### src/rtl/uart_mmio_ctr_pkg.sv
// Register map, error-bit indices and register decode shared by the UART MMIO controller.
package uart_mmio_ctr_pkg;

    localparam logic [3:0] DEFAULT_ADDR_TAG = 4'b1000;

    localparam logic [7:0] UART_TX_STAT = 8'h00;
    localparam logic [7:0] UART_RX_STAT = 8'h04;
    localparam logic [7:0] UART_RX_DATA = 8'h08;
    localparam logic [7:0] UART_TX_DATA = 8'h0C;
    localparam logic [7:0] UART_CYCLE   = 8'h10;
    localparam logic [7:0] UART_ERR     = 8'h14;

    localparam int ERR_UFL = 0;
    localparam int ERR_OFL = 1;
    localparam int ERR_ILL = 2;

    typedef enum logic [2:0] {
        REG_TX_STAT,
        REG_RX_STAT,
        REG_RX_DATA,
        REG_TX_DATA,
        REG_CYCLE,
        REG_ERR,
        REG_NONE
    } regSel_e;

    function automatic regSel_e decodeReg(input logic [7:0] off);
        case (off)
            UART_TX_STAT: return REG_TX_STAT;
            UART_RX_STAT: return REG_RX_STAT;
            UART_RX_DATA: return REG_RX_DATA;
            UART_TX_DATA: return REG_TX_DATA;
            UART_CYCLE:   return REG_CYCLE;
            UART_ERR:     return REG_ERR;
            default:      return REG_NONE;
        endcase
    endfunction

    function automatic logic isReadable(input regSel_e r);
        return r inside {REG_TX_STAT, REG_RX_STAT, REG_RX_DATA, REG_CYCLE, REG_ERR};
    endfunction

    function automatic logic isWritable(input regSel_e r);
        return r inside {REG_TX_DATA, REG_CYCLE};
    endfunction

endpackage

### src/rtl/sync_fifo.sv
// Synchronous FIFO with wrap-bit pointers; pushes while full and pops while empty are ignored.
module sync_fifo #(
    parameter int WIDTH = 8,
    parameter int DEPTH = 8
) (
    input  logic             clk,
    input  logic             reset,
    input  logic             push,
    input  logic             pop,
    input  logic [WIDTH-1:0] wrData,
    output logic [WIDTH-1:0] rdData,
    output logic             full,
    output logic             empty
);

    localparam int AW = $clog2(DEPTH);

    logic [WIDTH-1:0] mem [DEPTH];
    logic [AW:0]      wrPtr;
    logic [AW:0]      rdPtr;
    logic             doPush;
    logic             doPop;

    assign empty  = (wrPtr == rdPtr);
    assign full   = (wrPtr[AW-1:0] == rdPtr[AW-1:0]) && (wrPtr[AW] != rdPtr[AW]);
    assign doPush = push && !full;
    assign doPop  = pop && !empty;
    assign rdData = mem[rdPtr[AW-1:0]];

    // NOTE: sequential state uses <= so every flop samples pre-edge values, making push/pop order-independent.
    always_ff @(posedge clk or negedge reset) begin
        if (!reset) begin
            wrPtr <= '0;
            rdPtr <= '0;
        end else begin
            if (doPush) wrPtr <= wrPtr + (AW+1)'(1);
            if (doPop)  rdPtr <= rdPtr + (AW+1)'(1);
        end
    end

    // NOTE: storage is deliberately not reset; the pointers alone define which entries are valid.
    always_ff @(posedge clk) begin
        if (doPush) mem[wrPtr[AW-1:0]] <= wrData;
    end

endmodule

### src/rtl/uart_mmio_ctr.sv
// Memory-stage MMIO controller: per-channel UART RX/TX FIFOs, sticky error flags and a cycle counter.
module uart_mmio_ctr
    import uart_mmio_ctr_pkg::*;
#(
    parameter int         NUM_CH     = 2,
    parameter int         FIFO_DEPTH = 8,
    parameter logic [3:0] ADDR_TAG   = DEFAULT_ADDR_TAG
) (
    input  logic                clk,
    input  logic                reset,
    input  logic [31:0]         addr,
    input  logic                rd_en,
    input  logic                wr_en,
    input  logic [31:0]         wr_data,
    output logic                hit,
    output logic [31:0]         rdata,
    output logic [NUM_CH-1:0]   DataInValid,
    input  logic [NUM_CH-1:0]   DataInReady,
    output logic [8*NUM_CH-1:0] DataIn,
    input  logic [NUM_CH-1:0]   DataOutValid,
    output logic [NUM_CH-1:0]   DataOutReady,
    input  logic [8*NUM_CH-1:0] DataOut,
    output logic                err
);

    logic [3:0]                chIdx;
    regSel_e                   regSel;
    logic                      chOk;
    logic                      rdOk;
    logic                      wrOk;
    logic                      illegal;
    logic [31:0]               cycleCnt;
    logic [NUM_CH-1:0]         txFull;
    logic [NUM_CH-1:0]         txEmpty;
    logic [NUM_CH-1:0]         rxFull;
    logic [NUM_CH-1:0]         rxEmpty;
    logic [NUM_CH-1:0][7:0]    rxHead;
    logic [NUM_CH-1:0][2:0]    errVec;
    logic                      selTxFull;
    logic                      selRxEmpty;
    logic [7:0]                selRxHead;
    logic [2:0]                selErr;
    logic                      unusedBits;

    assign unusedBits = ^{wr_data[31:8], addr[27:12]};

    assign hit    = (addr[31:28] == ADDR_TAG);
    assign chIdx  = addr[11:8];
    assign regSel = decodeReg(addr[7:0]);
    assign chOk   = int'(chIdx) < NUM_CH;
    assign rdOk   = hit && rd_en && chOk && isReadable(regSel);
    // A simultaneous read wins the access; the write half is then illegal.
    assign wrOk   = hit && wr_en && !rd_en && chOk && isWritable(regSel);
    assign illegal = (hit && rd_en && !rdOk) || (hit && wr_en && !wrOk);

    always_ff @(posedge clk or negedge reset) begin
        if (!reset) begin
            cycleCnt <= '0;
        end else if (wrOk && regSel == REG_CYCLE) begin
            cycleCnt <= '0;
        end else begin
            cycleCnt <= cycleCnt + 32'd1;
        end
    end

    for (genvar c = 0; c < NUM_CH; c++) begin : gCh
        logic       sel;
        logic       txPush;
        logic       rxPop;
        logic       errClr;
        logic [2:0] errEvt;
        logic [2:0] errQ;

        assign sel    = (chIdx == 4'(c));
        assign txPush = wrOk && sel && (regSel == REG_TX_DATA);
        assign rxPop  = rdOk && sel && (regSel == REG_RX_DATA);
        assign errClr = rdOk && sel && (regSel == REG_ERR);

        sync_fifo #(.WIDTH(8), .DEPTH(FIFO_DEPTH)) uTxFifo (
            .clk    (clk),
            .reset  (reset),
            .push   (txPush),
            .pop    (DataInReady[c]),
            .wrData (wr_data[7:0]),
            .rdData (DataIn[8*c +: 8]),
            .full   (txFull[c]),
            .empty  (txEmpty[c])
        );

        sync_fifo #(.WIDTH(8), .DEPTH(FIFO_DEPTH)) uRxFifo (
            .clk    (clk),
            .reset  (reset),
            .push   (DataOutValid[c]),
            .pop    (rxPop),
            .wrData (DataOut[8*c +: 8]),
            .rdData (rxHead[c]),
            .full   (rxFull[c]),
            .empty  (rxEmpty[c])
        );

        assign DataInValid[c]  = !txEmpty[c];
        assign DataOutReady[c] = !rxFull[c];

        always_comb begin
            errEvt          = '0;
            errEvt[ERR_UFL] = rxPop && rxEmpty[c];
            errEvt[ERR_OFL] = txPush && txFull[c];
            errEvt[ERR_ILL] = (c == 0) && illegal;
        end

        // A read of the flags clears them, but an event in the same cycle still lands.
        always_ff @(posedge clk or negedge reset) begin
            if (!reset) begin
                errQ <= '0;
            end else begin
                errQ <= (errClr ? 3'b000 : errQ) | errEvt;
            end
        end

        assign errVec[c] = errQ;
    end

    assign err = |errVec;

    // NOTE: every variable gets a default before any branch, so no path can infer a latch.
    always_comb begin
        selTxFull  = 1'b0;
        selRxEmpty = 1'b1;
        selRxHead  = '0;
        selErr     = '0;
        for (int c = 0; c < NUM_CH; c++) begin
            if (chIdx == 4'(c)) begin
                selTxFull  = txFull[c];
                selRxEmpty = rxEmpty[c];
                selRxHead  = rxHead[c];
                selErr     = errVec[c];
            end
        end

        rdata = '0;
        if (rdOk) begin
            case (regSel)
                REG_TX_STAT: rdata = {31'b0, !selTxFull};
                REG_RX_STAT: rdata = {31'b0, !selRxEmpty};
                REG_RX_DATA: rdata = selRxEmpty ? 32'b0 : {24'b0, selRxHead};
                REG_CYCLE:   rdata = cycleCnt;
                REG_ERR:     rdata = {29'b0, selErr};
                default:     rdata = '0;
            endcase
        end
    end

endmodule

### config.mk
export PLATFORM = sky130hd
export DESIGN_NAME = uart_mmio_ctr
export DESIGN_NICKNAME = d
export VERILOG_FILES = /design/src/rtl/uart_mmio_ctr_pkg.sv /design/src/rtl/sync_fifo.sv /design/src/rtl/uart_mmio_ctr.sv
export SDC_FILE = /design/constraint.sdc
export NUM_CORES = 1
export LEC_CHECK = 0
export ABC_AREA = 1
export CORE_MARGIN = 2
export CORE_UTILIZATION = 30
export CTS_CLUSTER_SIZE = 12
export DETAILED_ROUTE_END_ITERATION = 8
export PLACE_DENSITY_LB_ADDON = 0.15
export SYNTH_ARGS = -nofsm -noshare
export SYNTH_HDL_FRONTEND = slang
export SYNTH_HIERARCHICAL = 1
export SYNTH_SLANG_ARGS = --single-unit
export TNS_END_PERCENT = 50
### constraint.sdc
create_clock -name clk -period 2.2 [get_ports clk]
set_clock_uncertainty 0.2 [all_clocks]
set_input_delay 0.33 -clock clk [delete_from_list [all_inputs] [get_ports clk]]
set_output_delay 0.33 -clock clk [all_outputs]
set_load 0.05 [all_outputs]
==> results.md <==
- The run finished, with violations left.
- The checks that failed: negative setup slack.
- Each instance of the synthesized netlist takes up on average 10.0 um2.
- The number of buffers on the longest clock path is 3.
- At the pin with the least slew margin, the transition time is approximately 730 ps.
- In this run the horizontal extent of the chip is 228 um.
- The required time of the critical path is 1670 ps.
- Measured along the y axis, the die boundary spans 228 um.
- The met3 wirelength from detailed routing is between 2000 and 2500 um.
- The final number of setup-violating endpoints is 48.
- The number of nets in the layout is roughly 1900.
- For this run, design rule violations remaining after detail routing come to 0.
- The number of placed I/O pins is 142.
- After detailed routing, the number of vias per cell comes to about 4.7.
- Sequential cells were found to cover approximately 63% of the synthesized design area.
- Measured against its own limit, the worst slew margin works out to around 51%.
- Once detailed placement completed, the half-perimeter wirelength came to 29700 um.
- The total number of yosys warnings is 6.
- The kind of launch point of the worst setup path is a flip-flop.
- The post-route cell area is 21700 um2.
- The routed length per placed instance is about 18 um.
- The total clock buffers created by CTS is 39.
- The net switching share of the total power is 34.1%.
- The routed design uses between 20000 and 25000 um of met2 wire.
- The predominant post-synthesis flop cell is edfxtp_1.
- Derived from the worst setup path, the maximum achievable clock frequency is 339 MHz.
- IR analysis of the VDD net gives a maximum drop of 0.000526 V.
- The CTS tree is done.
- In this run the remaining antenna-violating nets after routing total 0.
- The cell sitting at the root of the clock tree is a clkbuf_16.
- The final-report max-slew violation count came to 0.
- The largest net degree at the start of global routing is 31.
- Setup repair after global routing could not meet its margin everywhere.
- The static leakage is approximately 8.6 nW.
- From synthesis to final layout, the design area changed by 44.8%.
- The met1 wire length is 20200 um.
- The largest fanout of any net on the critical path is 5.
- The type of element capturing the critical path is a primary output.
- The data arrival at the endpoint of the critical path is 2420 ps.
- Summing all placed instances gives a cell area of roughly 19000 um2.
- After synthesis, the share of flip-flops with an asynchronous set or reset is 21.2%.
- The count of max-cap constraint violations is 0.
- The critical path class is flip-flop to primary output.
- The via count of the first global-routing pass is 11700.
- The weighted congestion at the end of routability-driven global placement is 0.834.
- The power share of the clock group is roughly 29%.
- In this run, synthesis produced a sequential element count of 325.
- The highest metal layer with signal wires is met4.
- The final layout contains routed wiring with a total length of 44700 um.
- The count of antenna diodes in the layout is 0.
- The final core utilization is between 40 and 50%.
- The first-pass GRT wire length is ~68000 um.
- The floorplan has 81 rows.
- Summing all multi-input logic gate instances after layout gives just under 6000 um2.
- Cells with a size suffix above 1 make up 35.3% of the layout.
- The final hold violation count was 0.
- The starting density of the core is 30.5%.
- The type of the most critical hold path is primary input to asynchronous set/reset pin.
- The overall routing resource usage is 17.2%.
- The final critical delay including setup and external delays is slightly below 3000 ps.
- The total area inside the core boundary comes to 49200 um2.
- The number of sinks driven by the clock tree is about 330.
- The number of antenna violations at the first check in global routing is 1.
- The combinational group share of total power is 37.5%.
- For this design the total switching power over the nets is approximately 7.6 mW.
- The area occupied by registers is 9430 um2.
- The internal power of the cells totals 14.6 mW.
- The net count after synthesis is between 1500 and 2000.
- Counting every instance in the synthesized netlist gives 1498.
- The filler cells instantiated in the layout total 4628.
- CTS built an H-tree with a depth of 2.
- The worst setup slack for register-to-register paths is 70 ps.
- The number of iterations in the first detailed-routing pass is 7.
- The count of buffers added on input and output ports is 101.
- Synthesis instantiated 37 different standard cells from the library.
- Clock-pin slew was measured on the worst setup and hold paths at around 60 ps.
- The later pin in the worst-skew pair is clocked with a latency of 560 ps.
- The overall via count from detail_route is approximately 12000.
- The number of enable-type register cells in the synthesized netlist is around 260.
- The total overflow left after global routing is 0.
- The share of power burned in registers is roughly a third.
- The post-synthesis cell area is 15000 um2.
- The share of the cycle needed by the critical path after routing is 134%.
- The number of DRC violations after detailed-routing iteration 0 is 721.
- The floorplan step defined a die boundary enclosing just over 50000 um2.
- In the post-route analysis, the smallest setup slack over all paths is -753 ps.
- The power per standard cell area is 1020 nW/um2.
[metal layers]
metal | vias up | global-route usage, %
li1 | 5789 | -
met1 | 5732 | 23.1
met2 | 286 | 29.0
met3 | 56 | 2.48
met4 | 0 | 4.98
met5 | - | 0
[logic make-up after synthesis]
| group | Yosys count | synth area share (%) |
|---|---|---|
| DFF | 325 | 62.7 |
| adders and majority gates | 9 | 0.751 |
| and+or+nand+nor | 754 | 21.8 |
| xor gates and xnor gates | 29 | 1.69 |
| buffers and inverters | 159 | 4.80 |
| AOI/OAI and AO/OA | 222 | 8.21 |
[synthesized netlist by cell type, types with 10 or more instances]
cell	n	area [um2]
nor3_1	39	195
nand2_2	22	138
buf_4	10	75.1
a21oi_1	12	60.1
o22ai_1	64	400
xor2_1	27	236
nand3_1	62	310
nor2_1	241	905
nand2_1	348	1310
nand4_1	12	75.1
o21ai_0	134	671
inv_1	75	282
dfrtp_1	69	1730
buf_2	29	145
edfxtp_1	256	7690
inv_2	22	82.6
[critical path: stages (launching register included)]
cell      delay (ps)
dfrtp_2          470
buf_6            160
nand2_4           70
a21oi_4           60
nand2_2           70
inv_2             50
nand3b_1         160
nand2_2          110
nand2_2           70
inv_4             90
buf_12           120
nand2_2           60
a21oi_4          210
buf_12           170
[sequential cells by signal, indices dropped and copies added, names as in the netlist]
| register | flops |
|---|---|
| gCh.uRxFifo/mem | 128 |
| gCh.errQ | 5 |
| gCh.uTxFifo/mem | 128 |
| gCh.uRxFifo/wrPtr | 8 |
| gCh.uTxFifo/wrPtr | 8 |
| gCh.uTxFifo/rdPtr | 8 |
| gCh.uRxFifo/rdPtr | 8 |
| cycleCnt | 32 |
[cell usage in the layout (no fill, tap or decap), types with 27 or more instances in the layout]
| cell type | instances |
|---|---|
| buf_12 | 61 |
| buf_4 | 164 |
| buf_6 | 42 |
| clkbuf_16 | 46 |
| clkdlybuf4s50_1 | 30 |
| dfrtp_1 | 58 |
| edfxtp_1 | 256 |
| inv_1 | 54 |
| inv_2 | 36 |
| nand2_1 | 296 |
| nand2_2 | 63 |
| nand3_1 | 59 |
| nor2_1 | 180 |
| nor2_2 | 44 |
| o21ai_0 | 68 |
| o21ai_2 | 29 |
| o22ai_1 | 52 |
| xor2_1 | 27 |
[worst paths after layout]
check	startpoint	to	depth (start not counted)
hold reg to reg	gCh[1].errQ[0]	gCh[1].errQ[0]	2
max in group asynchronous	reset	gCh[0].uRxFifo/rdPtr[1]	3
setup reg to reg	gCh[1].uRxFifo/rdPtr[0]	gCh[1].uRxFifo/mem[2][5]	10
setup / recovery	gCh[1].uRxFifo/rdPtr[0]	rdata[4]	13
hold / removal	reset	gCh[0].errQ[2]	3
min in group clk	rd_en	gCh[0].errQ[2]	3
[power groups by stage]
stage,Combinational (mW),Sequential (mW),Clock (mW)
finish,8.31,7.44,6.40
global route,8.87,7.49,6.82
CTS,7.45,7.43,6.57
detailed placement,5.88,7.56,0
global placement,5.87,7.56,0
floorplan,3.69,7.46,0
[final cells by class]
class,instances,share of cell area [%]
Clock buffer,50,4.88
Clock inverter,20,0.933
Inverter,103,1.93
Multi-Input combinational cell,1014,27.1
Sequential cell,325,43.4
Tap cell,664,3.82
Timing Repair Buffer,340,18.0
Timing Repair inverter,1,0.0345
[repair_timing]
item | CTS | global route
pin swaps | 87 | 83
gates resized for setup | 254 | 204
hold buffers | 3 | 0
setup endpoints to repair | 181 | 248
endpoints found under the hold margin | 69 | 0
setup buffers | 31 | 26
gates cloned | 12 | 5
[stage by stage]
step           power, mW  setup WS, ps  hold WS [ps]  instances  setup TNS (ps)
2_1_floorplan       11.1          -204          -166       1498           -4550
3_3_place_gp        13.4          -642          50.0       2380         -105940
3_5_place_dp        13.4          -735          57.0       2380         -114980
4_1_cts             21.5          -804          59.4       2495          -13470
5_1_grt             23.2          -878          94.4       2517          -18940
6_report            22.2          -753           107       2517          -11270
(Power assumes the default switching activity.)
==> edit: new RTL, config.mk and constraints unchanged <==
Reset style: synchronous (`reset`), changed in 3 clocked blocks.
--- a/src/rtl/sync_fifo.sv
+++ b/src/rtl/sync_fifo.sv
@@ -29,5 +29,5 @@
 
     // NOTE: sequential state uses <= so every flop samples pre-edge values, making push/pop order-independent.
-    always_ff @(posedge clk or negedge reset) begin
+    always_ff @(posedge clk) begin
         if (!reset) begin
             wrPtr <= '0;
--- a/src/rtl/uart_mmio_ctr.sv
+++ b/src/rtl/uart_mmio_ctr.sv
@@ -54,5 +54,5 @@
     assign illegal = (hit && rd_en && !rdOk) || (hit && wr_en && !wrOk);
 
-    always_ff @(posedge clk or negedge reset) begin
+    always_ff @(posedge clk) begin
         if (!reset) begin
             cycleCnt <= '0;
@@ -110,5 +110,5 @@
 
         // A read of the flags clears them, but an event in the same cycle still lands.
-        always_ff @(posedge clk or negedge reset) begin
+        always_ff @(posedge clk) begin
             if (!reset) begin
                 errQ <= '0;
Formal check against the unedited RTL: differs if reset is asserted again (counterexample within 4 cycles, from zero or initial values and one cycle with reset low); with reset held inactive, the same outputs for 4 cycles.
==> edit against the unedited design <==
  * Worst setup slack gained 0.085 ns
  * Critical path depth fell by 1
  * Sequential cell count is 12 higher
  * Die area increased by 2.4%
  * Cell area up 0.14%
  * Wire length fell by 4.0%
  * The run still ends with setup timing left
  * Cell count grew 6.7%
  * Synthesized area grew 2.5%
Power is not compared: it rests on default switching activity, and its combinational part moved more than twofold at a synthesized area within 25%.
==> edit: results (changes against the unedited design) <==
| Metric | Value |
|---|---|
| Status | `finished with violations (unchanged)` |
| Failing checks | `setup timing (unchanged)` |
| Antenna violations before repair | `0 (was 1)` |
| Pre-CTS setup slack | `-0.787 ns (was -0.735 ns)` |
| Worst path slowest cell | `dfxtp_4 (was dfrtp_2)` |
| Final setup TNS | `-8.18 ns (was -11.27 ns)` |
| Dpl cells | `2566 (was 2380)` |
| Clock Buffer Count | `59 (was 50)` |
| Inverters | `164 (was 104)` |
| Worst Max-Slew Pin Slew | `0.486 ns (was 0.732 ns)` |
| CP top delay family | `compound AO/OA/AOI/OAI gates (was buffers and inverters)` |
| Nets | `2081 (was 1921)` |
| First-pass GRT wire length | `66400 um (was 67700 um)` |
| Fin area | `21800 um2 (was 21700 um2)` |
| Dpl cell area | `19100 um2 (was 18600 um2)` |
| Post-route setup slack | `-0.668 ns (was -0.753 ns)` |
| Crit-path max cell delay | `0.42 ns (was 0.47 ns)` |
| Finish-stage setup viols | `41 (was 48)` |
| Critical Path AT | `2.34 ns (was 2.42 ns)` |
| Post-Synth Adder-Cell Area | `0.00732 (was 0.00751)` |
| #FFs+latches synth | `337 (was 325)` |
| Data buffer area share | `0.173 (was 0.180)` |
| Global-route usage over all layers | `0.161 (was 0.172)` |
| Non-clk bufs | `329 (was 340)` |
| Netlist cell types | `34 (was 37)` |
| Synth top area cells | `edfxtp_1 50%, dfxtp_1 11%, nand2_1 8.3%, nor2_1 7.3%, o21ai_0 5.2% (was edfxtp_1 51%, dfrtp_1 12%, nand2_1 8.7%, nor2_1 6.0%, o21ai_0 4.5%)` |
| Initial DRC Count | `637 (was 721)` |
| DP HPWL | `28700 um (was 29700 um)` |
| Via count | `12300 (was 11900)` |
| Worst-case reg-to-reg path depth | `11 (was 10)` |
| Fin cells | `2686 (was 2517)` |
| Layout clock area frac | `0.0541 (was 0.0581)` |
| Largest net degree at the start of global routing | `33 (was 31)` |
| Syn_nets | `1768 (was 1595)` |
| HP Class | `reg -> reg (was in -> async)` |
| Routed WL | `42900 um (was 44700 um)` |
| Global placement routability congestion | `0.853 (was 0.834)` |
| Post-Synth XOR/XNOR Area | `0.00683 (was 0.0169)` |
| Fraction of the yosys area taken by sequential cells | `0.605 (was 0.627)` |
-- edit: cell types whose count changed in the layout (fill, tap and decap cells not counted), moves of 23 or more --
cell	before	now
a21oi_1	7	46
o21ai_0	68	91
dfrtp_1	58	0
nor2_1	180	260
o21ai_1	25	88
dfxtp_1	0	53
o22ai_1	52	0
inv_1	54	127
-- edit: per-layer routing --
metal	vias to the layer above	share of wire	track usage
li1	6196	-	-
met1	5795	0.45	0.207
met2	219	0.49	0.280
met3	50	0.041	0.0243
met4	0	0.020	0.0450
met5	-	0	0
-- edit: final timing paths --
kind	from	slack [ns]	endpoint
worst max register to register	gCh[1].uRxFifo/rdPtr[1]	0.18	gCh[1].uRxFifo/mem[3][7]
worst max-delay path	flop	-0.67	rdata[7]
worst min register to register	cycleCnt[9]	0.26	cycleCnt[9]
worst min-delay path	cycleCnt[9]	0.26	cycleCnt[9]
-- edit: timing repair --
item                       in CTS  in global routing
setup endpoints to repair     117                139
resized for setup             280                114
buffers inserted               19                 19
cloned                         11                  4
pin swaps                      55                 94
